**src/rtl/ddr3_dqs_trainer_pkg.sv**
```systemverilog
// Shared types and helpers for the DDR3 read-DQS delay-line trainer.
package ddr3_dqs_trainer_pkg;

    localparam int CALC_W = 16;

    typedef enum logic [3:0] {
        IDLE,
        LOAD,
        CLEAR,
        SETTLE,
        SAMPLE,
        EVAL,
        STEP,
        CENTER_LOAD,
        CENTER_MOVE,
        NEXT,
        FIN
    } trainer_state_t;

    // Centre of a window, rounding toward the start when the length is even.
    function automatic logic [CALC_W-1:0] centre_tap(
        input logic [CALC_W-1:0] best_start,
        input logic [CALC_W:0]   best_len
    );
        logic [CALC_W:0] half;
        half = (best_len - (CALC_W+1)'(1)) >> 1;
        return best_start + half[CALC_W-1:0];
    endfunction

endpackage

```
**src/rtl/ddr3_dqs_window_tracker.sv**
```systemverilog
// Tracks the current passing run and the longest passing window seen during one lane's sweep.
module ddr3_dqs_window_tracker #(
    parameter int TAP_W = 7
) (
    input  logic             clk,
    input  logic             rst,
    input  logic             clear,
    input  logic             eval,
    input  logic             pass,
    input  logic [TAP_W-1:0] tap,
    output logic [TAP_W:0]   best_len,
    output logic [TAP_W-1:0] best_start
);

    logic [TAP_W:0]   run_len;
    logic [TAP_W:0]   run_len_inc;
    logic [TAP_W-1:0] run_start;
    logic [TAP_W-1:0] run_start_cur;

    // The run that includes this tap is compared right away, so a window ending at the last tap still counts.
    always_comb begin
        run_len_inc   = run_len + (TAP_W+1)'(1);
        run_start_cur = (run_len == '0) ? tap : run_start;
    end

    always_ff @(posedge clk) begin
        if (rst || clear) begin
            run_len    <= '0;
            run_start  <= '0;
            best_len   <= '0;
            best_start <= '0;
        end else if (eval) begin
            if (pass) begin
                run_len   <= run_len_inc;
                run_start <= run_start_cur;
                if (run_len_inc > best_len) begin
                    best_len   <= run_len_inc;
                    best_start <= run_start_cur;
                end
            end else begin
                run_len <= '0;
            end
        end
    end

endmodule

```
**src/rtl/ddr3_dqs_delay_trainer.sv**
```systemverilog
// Sweeps each lane's IOD read-DQS delay line, finds the longest passing eye window and parks the line at its centre.
module ddr3_dqs_delay_trainer
    import ddr3_dqs_trainer_pkg::*;
#(
    parameter int NUM_LANES     = 2,
    parameter int TAP_W         = 7,
    parameter int SETTLE_CYCLES = 4,
    parameter int SAMPLE_CYCLES = 16
) (
    input  logic                       FAB_CLK,
    input  logic                       SYNC_RST,
    input  logic                       START,
    input  logic [NUM_LANES-1:0]       EYE_MONITOR_EARLY,
    input  logic [NUM_LANES-1:0]       EYE_MONITOR_LATE,
    input  logic [NUM_LANES-1:0]       DELAY_LINE_OUT_OF_RANGE,
    output logic [NUM_LANES-1:0]       DELAY_LINE_MOVE,
    output logic [NUM_LANES-1:0]       DELAY_LINE_DIRECTION,
    output logic [NUM_LANES-1:0]       DELAY_LINE_LOAD,
    output logic [NUM_LANES-1:0]       EYE_MONITOR_CLEAR_FLAGS,
    output logic                       BUSY,
    output logic                       DONE,
    output logic [NUM_LANES-1:0]       LANE_FAIL,
    output logic [NUM_LANES*TAP_W-1:0] LANE_TAP
);

    localparam int LANE_W  = (NUM_LANES > 1) ? $clog2(NUM_LANES) : 1;
    localparam int CNT_MAX = (SETTLE_CYCLES > SAMPLE_CYCLES) ? SETTLE_CYCLES : SAMPLE_CYCLES;
    localparam int CNT_W   = $clog2(CNT_MAX + 1);

    localparam logic [TAP_W-1:0]  TAP_MAX     = '1;
    localparam logic [LANE_W-1:0] LAST_LANE   = LANE_W'(NUM_LANES - 1);
    localparam logic [CNT_W-1:0]  SETTLE_LAST = CNT_W'(SETTLE_CYCLES - 1);
    localparam logic [CNT_W-1:0]  SAMPLE_LAST = CNT_W'(SAMPLE_CYCLES - 1);

    trainer_state_t state;
    trainer_state_t state_next;

    logic [LANE_W-1:0]    lane;
    logic [TAP_W-1:0]     tap;
    logic [TAP_W-1:0]     pos;
    logic [TAP_W-1:0]     centre;
    logic [CNT_W-1:0]     cnt;
    logic                 fail_bit;
    logic                 move_gap;
    logic [NUM_LANES-1:0] lane_mask;
    logic                 move_pulse;
    logic                 load_pulse;
    logic                 clear_pulse;
    logic [TAP_W:0]       best_len;
    logic [TAP_W-1:0]     best_start;

    ddr3_dqs_window_tracker #(
        .TAP_W(TAP_W)
    ) u_window_tracker (
        .clk       (FAB_CLK),
        .rst       (SYNC_RST),
        .clear     (state == LOAD),
        .eval      (state == EVAL),
        .pass      (~fail_bit),
        .tap       (tap),
        .best_len  (best_len),
        .best_start(best_start)
    );

    always_ff @(posedge FAB_CLK) begin
        if (SYNC_RST) begin
            state <= IDLE;
        end else begin
            state <= state_next;
        end
    end

    always_comb begin
        state_next  = state;
        move_pulse  = 1'b0;
        load_pulse  = 1'b0;
        clear_pulse = 1'b0;
        case (state)
            IDLE:        if (START) state_next = LOAD;
            LOAD: begin
                load_pulse = 1'b1;
                state_next = CLEAR;
            end
            CLEAR: begin
                clear_pulse = 1'b1;
                state_next  = SETTLE;
            end
            SETTLE:      if (cnt == SETTLE_LAST) state_next = SAMPLE;
            SAMPLE:      if (cnt == SAMPLE_LAST) state_next = EVAL;
            EVAL: begin
                if (tap == TAP_MAX || DELAY_LINE_OUT_OF_RANGE[lane]) state_next = CENTER_LOAD;
                else                                                  state_next = STEP;
            end
            STEP: begin
                move_pulse = 1'b1;
                state_next = CLEAR;
            end
            CENTER_LOAD: begin
                load_pulse = 1'b1;
                state_next = (best_len == '0) ? NEXT : CENTER_MOVE;
            end
            CENTER_MOVE: begin
                if (pos == centre) state_next = NEXT;
                else               move_pulse = ~move_gap;
            end
            NEXT:        state_next = (lane == LAST_LANE) ? FIN : LOAD;
            FIN:         state_next = IDLE;
            default:     state_next = IDLE;
        endcase
    end

    // Datapath for the sweep, centring and per-lane result registers.
    always_ff @(posedge FAB_CLK) begin
        if (SYNC_RST) begin
            lane      <= '0;
            tap       <= '0;
            pos       <= '0;
            centre    <= '0;
            cnt       <= '0;
            fail_bit  <= 1'b0;
            move_gap  <= 1'b0;
            LANE_FAIL <= '0;
            LANE_TAP  <= '0;
        end else begin
            case (state)
                IDLE: begin
                    if (START) begin
                        LANE_FAIL <= '0;
                        LANE_TAP  <= '0;
                        lane      <= '0;
                    end
                end
                LOAD:   tap <= '0;
                CLEAR: begin
                    fail_bit <= 1'b0;
                    cnt      <= '0;
                end
                SETTLE: cnt <= (cnt == SETTLE_LAST) ? '0 : cnt + CNT_W'(1);
                SAMPLE: begin
                    fail_bit <= fail_bit | EYE_MONITOR_EARLY[lane] | EYE_MONITOR_LATE[lane];
                    cnt      <= cnt + CNT_W'(1);
                end
                STEP:   tap <= tap + TAP_W'(1);
                CENTER_LOAD: begin
                    pos      <= '0;
                    move_gap <= 1'b0;
                    if (best_len == '0) begin
                        LANE_FAIL[lane]                <= 1'b1;
                        LANE_TAP[lane*TAP_W +: TAP_W]  <= '0;
                    end else begin
                        centre <= TAP_W'(centre_tap(CALC_W'(best_start), (CALC_W+1)'(best_len)));
                    end
                end
                CENTER_MOVE: begin
                    if (pos == centre) begin
                        LANE_TAP[lane*TAP_W +: TAP_W] <= centre;
                    end else begin
                        if (!move_gap) pos <= pos + TAP_W'(1);
                        move_gap <= ~move_gap;
                    end
                end
                NEXT:   if (lane != LAST_LANE) lane <= lane + LANE_W'(1);
                default: ;
            endcase
        end
    end

    assign lane_mask               = NUM_LANES'(1) << lane;
    assign DELAY_LINE_MOVE         = move_pulse  ? lane_mask : '0;
    assign DELAY_LINE_LOAD         = load_pulse  ? lane_mask : '0;
    assign EYE_MONITOR_CLEAR_FLAGS = clear_pulse ? lane_mask : '0;
    assign DELAY_LINE_DIRECTION    = '1;
    assign BUSY                    = (state != IDLE);
    assign DONE                    = (state == FIN);

endmodule
```
**config.mk**
```make
export PLATFORM = sky130hd
export DESIGN_NAME = ddr3_dqs_delay_trainer
export DESIGN_NICKNAME = d
export VERILOG_FILES = /design/src/rtl/ddr3_dqs_trainer_pkg.sv /design/src/rtl/ddr3_dqs_window_tracker.sv /design/src/rtl/ddr3_dqs_delay_trainer.sv
export SDC_FILE = /design/constraint.sdc
export NUM_CORES = 1
export LEC_CHECK = 0
export BUFFER_PORTS_ARGS = -buffer_cell sky130_fd_sc_hd__buf_4
export CORE_ASPECT_RATIO = 1.25
export CORE_MARGIN = 3
export CORE_UTILIZATION = 50
export CTS_BUF_LIST = sky130_fd_sc_hd__clkbuf_8 sky130_fd_sc_hd__clkbuf_16
export DETAILED_ROUTE_END_ITERATION = 10
export PLACE_DENSITY_LB_ADDON = 0.1
export SLEW_MARGIN = 5
export SYNTH_ARGS = -nofsm -noshare
export SYNTH_HDL_FRONTEND = slang
export SYNTH_SLANG_ARGS = --single-unit
export TNS_END_PERCENT = 50
```
**constraint.sdc**
```tcl
create_clock -name FAB_CLK -period 2.9 [get_ports FAB_CLK]
set_input_delay 0.29 -clock FAB_CLK [delete_from_list [all_inputs] [get_ports FAB_CLK]]
set_output_delay 0.29 -clock FAB_CLK [all_outputs]
set_load 0.03 [all_outputs]
```
==> impl_metrics.yaml <==
status:
  status: "complete, no violations"
global_route:
  grt_usage_pct: 19.97
  grt_pass1_wl_microns: 16530
  grt_max_degree: 46
  grt_pass1_vias: 3555
  grt_overflow_total: 0
  antenna_found_initial: 0
floorplan:
  start_util_pct: 52.49
  die_x_microns: 89.89
  dieArea_sq_um: 9964
  io_pins: 35
  row_count: 37
  die_h_microns: 110.9
  core-area_sq_um: 8379
sta:
  finalClockSkew_ns: 0.01059
  slew_headroom_pct: 52.94
  finalMaxSlewViolations: 0
  rsz0062_at_grt: "no"
  tightest_slew_ns: 0.7021
  final.period_utilization_pct: 90.14
  timing.fmax_mhz: 382.6
  finalWorstPathRequiredPeriod_ns: 2.614
  setup-violations-final: 0
  tns_ns: 0
  finalHoldViolCount: 0
  whs_ns: 0.1591
power:
  power_leakage_uw: 0.001925
  p_per_area_nw_per_um2: 440.0
  vdd_drop_max_mv: 0.2865
placed_design:
  dpl.hpwl_microns: 7253
  dp.cells: 652
  placed_area_sq_um: 4802
  io_buffer_count: 32
  place_congestion: 0.8490
clock_tree:
  root_buffer: "clkbuf_8"
  tritoncts: "yes"
  post_cts_buffers: 0
  numClockSinks: 79
  path_clk_slew_ns: 0.08
  clockBufferDepth: 2
  insertion_delay_ns: 0.36
  cts_resized: 0
  cts_buffers: 9
  cts_hold_buf: 0
  htree_levels: 3
yosys:
  syn_area_sq_um: 4398
  ys_warn_count: 0
  synth-async-reset-ratio_pct: 0
  yosysSeqAreaShare_pct: 35.96
  synth_fa_ha_area_share_pct: 6.430
  yosysTopAreaCellShare_pct: 35.96
  synth-main-ff-cell: "dfxtp_1"
  yosys.area_share.simple_pct: 20.34
  muxShareOfSynthArea_pct: 4.637
  netlist_instances: 512
  synth-seq-cells: 79
  ys_types: 66
  yosysMostFrequentCell: "dfxtp_1"
  synth_top_family_by_area: "compound AO/OA/AOI/OAI gates"
  synth_top_area_cell: "dfxtp_1"
  synth-compound-area-share_pct: 21.34
  syn_area_per_cell_sq_um: 8.590
  synth_area_leaders: "dfxtp_1, a21oi_1, ha_1"
  yosys-top-cells-count: "dfxtp_1, nor2_1, a21oi_1, inv_1, nor3_1"
  synth_xor_xnor_area_share_pct: 5.377
  synth_edf_count: 0
route:
  routed-via-count: 3800
  drcViolationCount: 0
  postRouteAntennaNets: 0
  wirelength_microns: 9709
  vias_per_cell: 5.689
  drt_iter0_markers: 180
  first_pass_iters: 6
  wl_per_cell_microns: 14.53
finish:
  area_growth_pct: 13.94
  finish.instance_area_sq_um: 5011
  fill_cells: 760
  drive_gt1_share_pct: 16.70
  fin_nets: 577
  layout.cells.non_filler: 668
  n_antenna_cell: 0
  final_util_pct: 59.80
critical_path:
  crit_fanout: 9
  worstPathArrival_ns: 2.84
  required_ns: 3.13
  path_class: "register to register"
  reg2reg_setup_slack_ns: 0.29
  rr_worst_depth: 9
  cpPeakStageDelay_ns: 0.44
  start_kind: "register"
  setup.worst_path.end_class: "register"
  crit_path_top_delay_cell: "dfxtp_1"
  crit_chain: "ha_1 > nand3_1 > nor2_1 > xor2_1 > ha_1 > nand4_1 > o21a_1 > nor2_1 > a211oi_1"
min_path:
  hp-class: "input pin to register"
  hold-path-cell-count: 2
job:
  cap_violations: 0
[routing by layer]
layer / track usage, % / up-vias / share of wire, %
li1: - / 1929 / -
met1: 23.31 / 1808 / 44
met2: 35.49 / 50 / 50
met3: 3.462 / 13 / 3.4
met4: 9.091 / 0 / 1.7
met5: 0 / - / 0
[registers in the layout (all words and copies together), names as in the netlist]
| register | flops |
|---|---|
| lane | 1 |
| fail_bit | 1 |
| pos | 7 |
| tap | 7 |
| u_window_tracker.best_start | 7 |
| state | 4 |
| move_gap | 1 |
| u_window_tracker.run_start | 7 |
| cnt | 5 |
| LANE_TAP | 14 |
| u_window_tracker.best_len | 8 |
| u_window_tracker.run_len | 8 |
| LANE_FAIL | 2 |
| centre | 7 |
[kinds of logic (layout without fill, tap and decap cells)]
kind of cell,count (synthesis),after routing
other cells,1,2
simple gates,166,166
mux,20,20
xor+xnor,27,27
compound gates,135,135
fa+ha+maj,22,22
buf+inv,62,100
flops,79,79
[worst paths after layout]
check,startpoint,end
max,u_window_tracker.run_len[0]$_SDFFE_PP0P_,u_window_tracker.best_start[5]$_SDFFE_PP0P_
min,START,LANE_FAIL[1]$_SDFFE_PP0P_
max reg2reg,u_window_tracker.run_len[0]$_SDFFE_PP0P_,u_window_tracker.best_start[5]$_SDFFE_PP0P_
min reg2reg,LANE_TAP[7]$_SDFFE_PP0P_,LANE_TAP[7]$_SDFFE_PP0P_
[layout make-up]
class | count | area, sq um | share of cell area, %
tap | 117 | 146.4 | 2.921
sequential | 79 | 1582 | 31.56
inverter | 32 | 120.1 | 2.397
clock buffer | 11 | 151.4 | 3.021
timing repair buffer | 52 | 390.4 | 7.790
multi-input combinational | 372 | 2565 | 51.19
clock inverter | 5 | 56.30 | 1.124
[power by group]
group	total, uW	internal [uW]	switching (uW)
clock	857	443	414
combinational	227	82.2	145
sequential	1120	1100	17.8
total	2200	1630	577
[cells in the final DEF, fill, tap and decap left out, types with 3 or more instances in the layout]
cell type and count:
a211oi_1 16, nor2_1 57, and3_1 4, nor2b_1 3
nor4_1 3, a31oi_1 3, nor4b_1 3, inv_1 32
a21o_1 5, nand2_1 20, o21ai_1 3, a21oi_1 53
o21bai_1 3, xor2_1 12, o21a_1 3, ha_1 21
dfxtp_1 79, nand3_1 13, or2_2 3, clkbuf_8 11
xnor2_1 15, o21ai_0 11, a221oi_2 7, nor3_1 24
a2111oi_0 3, a22o_1 3, mux2i_1 17, buf_4 52
a221oi_1 7, nand3b_1 6, nand4_1 8, a22oi_1 5
mux2_2 3
[worst max-delay path, delay by kind of cell (launching register included)]
family                   cells  cell delay [ns]
flip-flops                   1             0.44
AO/OA/AOI/OAI                2             0.46
adder cells (fa/ha/maj)      2             0.45
XOR/XNOR                     1             0.29
AND/OR/NAND/NOR              4             0.84
[through the flow]
| stage | setup WS (ns) | total power, uW |
|---|---|---|
| 3_3_place_gp | 0.4202 | 1372 |
| 3_5_place_dp | 0.2744 | 1374 |
| 4_1_cts | 0.2614 | 2225 |
| 6_report | 0.2860 | 2205 |
| 2_1_floorplan | 0.5243 | 1308 |
| 5_1_grt | 0.007534 | 2293 |
Power figures use the tool's default switching activity.
